<file path="src/rtl/slave_arb_chan_if.sv">
// slave_arb_chan_if: per-channel DDR write burst requester with frame wrap and partial final burst.
// Optional ping-pong bank selection when SLAVE_PINGPONG_EN is defined.
module slave_arb_chan_if #(
  parameter int ID_W = 2,
  parameter logic [ID_W-1:0] SLAVE_ID = '0,
  parameter int ADDR_W = 21,
  parameter int BLEN_W = 10,
  parameter int BURST_LEN = 256,
  parameter int MAX_ADDR = 245760,
  parameter int LEN_W = 11
) (
  input  logic                     ddr_clk,
  input  logic                     sys_rstn,
  input  logic                     fifo_full,
  input  logic [LEN_W-1:0]         fifo_len,
  input  logic                     frame_sync,
  output logic                     slave_req,
  input  logic                     arb_grant,
  output logic [ID_W+ADDR_W:0]     slave_waddr,
  output logic [BLEN_W-1:0]        slave_blen,
  output logic                     frame_done,
  output logic                     ovf_err,
  output logic                     rd_bank
);
  typedef enum logic [1:0] {IDLE, REQ, BUSY, DONE} state_t;
  localparam logic [ADDR_W:0] MAXV = (ADDR_W+1)'(MAX_ADDR);
  localparam logic [ADDR_W:0] BLV = (ADDR_W+1)'(BURST_LEN);
  state_t state, state_d;
  logic [ADDR_W-1:0] addr, addr_d;
  logic [ADDR_W:0] nxt;
  logic pend, wrap, sync_now, go, bank;
  function automatic logic [BLEN_W-1:0] blen_of(input logic [ADDR_W-1:0] a);
    logic [ADDR_W:0] r;
    r = MAXV - {1'b0, a};
    return (r < BLV) ? BLEN_W'(r) : BLEN_W'(BURST_LEN);
  endfunction
  always_comb begin
    nxt = {1'b0, addr} + (ADDR_W+1)'(slave_blen);
    wrap = nxt >= MAXV;
    sync_now = (state == IDLE || state == DONE) && (frame_sync || pend);
    go = fifo_full || (32'(fifo_len) >= 32'(slave_blen));
    addr_d = (sync_now || (state == DONE && wrap)) ? '0 : (state == DONE) ? nxt[ADDR_W-1:0] : addr;
    state_d = (state == IDLE) ? (go ? REQ : IDLE) :
              (state == REQ)  ? (arb_grant ? BUSY : REQ) :
              (state == BUSY) ? (arb_grant ? BUSY : DONE) : IDLE;
  end
  always_ff @(posedge ddr_clk or negedge sys_rstn) begin
    if (!sys_rstn) begin
      state <= IDLE;
      addr <= '0;
      slave_blen <= blen_of('0);
      pend <= 1'b0;
      frame_done <= 1'b0;
      ovf_err <= 1'b0;
    end else begin
      state <= state_d;
      addr <= addr_d;
      slave_blen <= blen_of(addr_d);
      pend <= (state == REQ || state == BUSY) ? (pend | frame_sync) : (state == DONE) ? 1'b0 : pend;
      frame_done <= (state == DONE) && wrap;
      ovf_err <= ovf_err | (fifo_full && state != BUSY);
    end
  end
`ifdef SLAVE_PINGPONG_EN
  logic flip;
  assign flip = sync_now || (state == DONE && wrap);
  always_ff @(posedge ddr_clk or negedge sys_rstn) begin
    if (!sys_rstn) bank <= 1'b0;
    else bank <= bank ^ flip;
  end
  assign rd_bank = ~bank;
`else
  assign bank = 1'b0;
  assign rd_bank = 1'b0;
`endif
  assign slave_req = state == REQ;
  assign slave_waddr = {SLAVE_ID, bank, addr};
endmodule

</file>
<file path="config.mk">
export PLATFORM = sky130hd
export DESIGN_NAME = slave_arb_chan_if
export DESIGN_NICKNAME = d
export VERILOG_FILES = /design/src/rtl/slave_arb_chan_if.sv
export SDC_FILE = /design/constraint.sdc
export NUM_CORES = 1
export LEC_CHECK = 0
export ABC_AREA = 1
export CORE_MARGIN = 2
export CORE_UTILIZATION = 59
export DETAILED_ROUTE_END_ITERATION = 16
export PLACE_DENSITY = 0.91
export RECOVER_POWER = 50
export SLEW_MARGIN = 20
export SYNTH_ARGS = -nofsm -noshare
export SYNTH_HDL_FRONTEND = slang
export SYNTH_SLANG_ARGS = --single-unit
export TNS_END_PERCENT = 10
</file>
<file path="constraint.sdc">
create_clock -name ddr_clk -period 8.44 [get_ports ddr_clk]
set_clock_uncertainty 0.2 [all_clocks]
set_input_delay 2.11 -clock ddr_clk [delete_from_list [all_inputs] [get_ports ddr_clk]]
set_output_delay 2.11 -clock ddr_clk [all_outputs]
set_load 0.03 [all_outputs]
</file>
=== After elaboration in Yosys (flattened, before gate mapping) ===
Cells that the tools add are included.

* Flip-flop bits (word level): 36
* Word-level logic and storage cells: 38
* Bits of input ports: 16
* Output and inout bits: 38

* Order comparisons: 3
* Multiplexer cells: 11
* Reductions and logical operators: 10
* Equality and inequality tests: 4
* $add $sub $neg: 2
* Bitwise logic cells: 2

{| class="wikitable"
|+ Operators by type and width
! operator !! count
|-
| $mux W21 || 2
|-
| $add A21 B10 Y22 || 1
|-
| $ge A22 B18 Y1 const B || 1
|-
| $lt A22 B9 Y1 const B || 1
|-
| $sub A18 B21 Y22 const A || 1
|-
| $ge A11 B10 Y1 || 1
|-
| $mux W10 || 1
|-
| $mux W2 || 4
|-
| $logic_or A1 B1 Y1 || 5
|-
| $eq A2 B2 Y1 const B || 2
|-
| $mux W1 || 4
|-
| $logic_and A1 B1 Y1 || 3
|-
| $eq A2 B1 Y1 const B || 1
|-
| $logic_not A2 Y1 || 1
|-
| $ne A2 B2 Y1 const B || 1
|-
| $or A1 B1 Y1 || 2
|-
| $reduce_bool A2 Y1 || 1
|}

=== Longest topological paths before layout ===
* Word-level depth: 8
* Gate-level depth with buffers: 29
* Mapped depth without buffers: 28

=== Worst setup path before layout ===
OpenSTA, ideal clock, no wires.

* Path type: input-to-reg
* Start: in frame_sync
* End: reg slave_blen[8]
* Data arrival time: 4121 ps
* Stages: 16
* Setup slack: 4037 ps
* Buffers on the path: 1
* Data required time: 8158 ps
* Cell sequence: or2_2 > nand2_2 > nand2_2 > buf_2 > nor2_1 > inv_1 > ha_1 > nand2_1 > nor2_1 > nand2_1 > nand2_1 > nand2_1 > nand2_1 > nor2_1 > nand3_2 > or2_1

* Cells in the longest elaborated chain, start to end: 7

{| class="wikitable"
|+ RTL lines
! element !! line !! RTL
|-
| from (decl) || 16 || <nowiki>input logic frame_sync,</nowiki>
|-
| $logic_or A1 B1 Y1 * || 40 || <nowiki>sync_now = (state == IDLE || state == DONE) && (frame_sync || pend);</nowiki>
|-
| $logic_and A1 B1 Y1 * || 40 ||
|-
| $logic_or A1 B1 Y1 * || 42 || <nowiki>addr_d = (sync_now || (state == DONE && wrap)) ? '0 : (state == DONE) ? nxt[ADDR_W-1:0] : addr;</nowiki>
|-
| $mux W21 * || 42 ||
|-
| named net addr_d[1] || 29 || <nowiki>logic [ADDR_W-1:0] addr, addr_d;</nowiki>
|-
| $sub A18 B21 Y22 * || 34 || <nowiki>r = MAXV - {1'b0, a};</nowiki>
|-
| $lt A22 B9 Y1 || 35 || <nowiki>return (r < BLV) ? BLEN_W'(r) : BLEN_W'(BURST_LEN);</nowiki>
|-
| $mux W10 * || 35 ||
|-
| to (signal assigned) || 51 || <nowiki>slave_blen <= blen_of('0);</nowiki>
|-
| to (signal assigned) || 58 || <nowiki>slave_blen <= blen_of(addr_d);</nowiki>
|-
| to (decl) || 20 || <nowiki>output logic [BLEN_W-1:0] slave_blen,</nowiki>
|}

Mark *: on every way through the listed nets, which the timed path passes. The rest lies on a longest branch.
A chain may end at the register's enable or synchronous reset.

=== Worst setup path in the final report ===
Ends and elaborated chain as after synthesis.

==> flow_metrics.tcl <==
set metrics [dict create \
    status "finished, violations left" \
    violations "capacitance limit, slew limit" \
    cts_max_path_buffers 2 \
    maxSlewHeadroom_pct -24.9 \
    hold_path_class "register to register" \
    slew_viol_final 37 \
    ys_types 46 \
    drc 0 \
    synth_fa_ha_area_share_pct 10.2 \
    ant_nets 0 \
    routedWlPerCell_microns 14.6 \
    synth-seq-cells 36 \
    die_x_microns 79.7 \
    setup_viol 0 \
    num_antenna_cells 0 \
    antenna_found_initial 0 \
    numPortBuffers 49 \
    synth_top_family_by_area "simple AND/OR/NAND/NOR gates" \
    wl_mm 9.28 \
    grt_overflow_total 0 \
    first_global_vias 3427 \
    power-per-cell-area_nw_per_um2 223 \
    post_cts_buffers 0 \
    cts_buffers 5 \
    cts_tree "yes" \
    cap_violations 1 \
    cp.required_ns 8.45 \
    fmax_mhz 183 \
    dpl.cell_count 626 \
    drtIter0Drc 227 \
    muxShareOfSynthArea_pct 0 \
    crit_fanout 17 \
    cts_resized 0 \
    rows 27 \
    insertion_delay_ns 0.29 \
    cts-root-buf "clkbuf_8" \
    globalplace.congestion 0.956 \
    syn_inst 510 \
    vias_per_cell 5.53 \
    dr.pass1.iters 5 \
    area_growth_pct 18.7 \
    finalCriticalPeriod_ns 5.45 \
    dieArea_sq_um 6350 \
    ys_async_sr_fraction_pct 100 \
    synth_edf_count 0 \
    postCtsHoldBufs 0 \
    final_cell_count_no_fill 634 \
    htree_levels 2 \
    cts_sinks 36 \
    netlist_area_sq_um 3380 \
    worstSetupPathType "input port to register" \
    worstSetupEndpointType "register" \
    synthXorXnorAreaFrac_pct 3.63 \
    ys_seq_area_share_pct 26.7 \
    placed_area_sq_um 3920 \
    dp_hpwl_mm 7.65 \
    nNetsFinal 604 \
    core_area_sq_um 5510 \
    cp-start-kind "input port" \
    vias 3507 \
    synth_compound_gate_area_share_pct 10.4 \
    finalCritPeriodShare_pct 64.6 \
    tightest_slew_ns 1.87 \
    layout-drive-gt1-share_pct 7.12 \
    grtUsageTotal_pct 31.0 \
    fin_setup_tns_ns 0 \
    fill_cells 433 \
    finalHoldViolCount 0 \
    die_h_microns 79.7 \
    final_area_sq_um 4010 \
    io_pins 54 \
    grt_pass1_wl_mm 15.4 \
    synth_flop_cell "dfrtp_1" \
    syn_avg_cell_area_sq_um 6.62 \
    synth_simple_gate_area_share_pct 36.7 \
    yosys_warnings 0 \
    arrival_ns 5.47 \
    vdd_drop_max_v 0.000216 \
    initial_utilization_pct 61.3 \
    grt_max_degree 37 \
    p_leak_uw 0.00205 \
    clk_pin_slew_ns 0.07 \
    rsz0062_at_grt "false" \
]
-- path summary, 6_finish.rpt --
| kind | startpoint | to | slack, ns | depth (start not counted) |
|---|---|---|---|---|
| min in group asynchronous | sys_rstn | ovf_err$_DFF_PN0_ | 2.69 | 2 |
| worst min register to register | ovf_err$_DFF_PN0_ | ovf_err$_DFF_PN0_ | 0.28 | 1 |
| worst max-delay path | frame_sync | slave_blen[8]$_DFF_PN1_ | 2.99 | 16 |
| worst max register to register | addr[0]$_DFF_PN0_ | slave_blen[7]$_DFF_PN0_ | 3.49 | 26 |
| max in group asynchronous | sys_rstn | addr[15]$_DFF_PN0_ | 4.27 | 2 |
| worst min-delay path | ovf_err$_DFF_PN0_ | ovf_err$_DFF_PN0_ | 0.28 | 1 |
-- cells in the final DEF, fill, tap and decap left out, types with 5 or more instances in the layout --
| master | instances |
|---|---|
| xor2_1 | 9 |
| xnor2_1 | 5 |
| or2_2 | 5 |
| o211ai_1 | 11 |
| ha_1 | 26 |
| o21ai_0 | 16 |
| nor3_1 | 12 |
| nand3_1 | 39 |
| clkdlybuf4s50_1 | 40 |
| a21oi_1 | 12 |
| dfrtp_1 | 35 |
| clkbuf_8 | 5 |
| nor2_2 | 7 |
| nand2_1 | 147 |
| conb_1 | 5 |
| nor2_1 | 40 |
| nand3_2 | 5 |
| dlygate4sd3_1 | 9 |
| inv_1 | 88 |
-- power by group --
group / leakage (uW) / internal, uW / total [uW] / switching [uW]
logic: 0.00151 / 175 / 529 / 353
registers: 0.000483 / 193 / 217 / 24.4
clock network: 0.0000552 / 87.6 / 148 / 60.1
total: 0.00205 / 456 / 894 / 438
-- cells in the mapped netlist, types with 2 or more instances --
library cell / number / area share, %
inv_2: 3 / 0.33
or2_2: 5 / 0.93
nand3_2: 6 / 1.8
nor2_2: 7 / 1.3
o21ai_0: 16 / 2.4
a31oi_1: 2 / 0.37
ha_1: 26 / 9.6
nor2_1: 40 / 4.4
a21oi_2: 2 / 0.52
clkbuf_1: 4 / 0.44
or2_1: 4 / 0.74
dfrtp_1: 35 / 26
nand3_1: 38 / 5.6
xor2_1: 9 / 2.3
o21bai_1: 2 / 0.44
buf_4: 4 / 0.89
nor3_1: 12 / 1.8
xnor2_1: 5 / 1.3
nand2_2: 6 / 1.1
nand4_1: 4 / 0.74
nand2_1: 144 / 16
nand3b_1: 2 / 0.44
inv_1: 88 / 9.8
a21oi_1: 12 / 1.8
a21boi_0: 2 / 0.44
o211ai_1: 11 / 2.4
buf_2: 2 / 0.30
-- registers in the layout, indices dropped and copies added (netlist names) --
name        flops
addr           21
slave_blen     10
state           2
frame_done      1
ovf_err         1
pend            1
-- kinds of logic (layout without fill, tap and decap cells) --
kind of cell,Yosys count,after routing
AND/OR/NAND/NOR,274,274
buffers and inverters,103,151
AO/OA/AOI/OAI,55,55
flip-flops,36,36
adder cells (fa/ha/maj),27,27
XOR/XNOR,14,14
other,1,5
-- per-layer routing --
metal	wire, microns	GRT usage (%)
met5	0	0
met4	175	9.48
met3	730	4.75
met2	4490	52.6
met1	3890	40.5
-- critical path, cell delays in order --
cell and delay [ns]:
dlygate4sd3_1 0.52, or2_2 0.31, nand2_1 0.40, nand2_1 0.50
nor2_1 0.26, inv_1 0.06, ha_1 0.20, nand2_1 0.13
nor2_1 0.09, nand2_1 0.14, nand2_1 0.07, nand2_1 0.07
nand2_1 0.05, nor2_1 0.12, nand3_2 0.18, or2_1 0.26
-- layout make-up --
class	count	area [sq um]	share of cell area, %
clock buffer	6	72.6	1.81
clock inverter	2	35.0	0.874
inverter	92	345	8.61
multi-input combinational	375	2060	51.4
sequential	36	902	22.5
tap	72	90.1	2.25
timing repair buffer	51	502	12.5
-- through the flow --
step | utilization [%] | power (uW) | setup slack (ns) | hold WS, ns
floorplan | - | 609 | 4.04 | 0.241
global placement | 71.2 | 725 | 3.37 | 0.259
detailed placement | 71.2 | 742 | 3.28 | 0.272
CTS | 73.2 | 891 | 3.57 | 0.290
global route | 72.8 | 963 | 2.63 | 0.308
finish | 72.8 | 894 | 2.99 | 0.279
No activity file was read; power rests on OpenSTA's default activity.
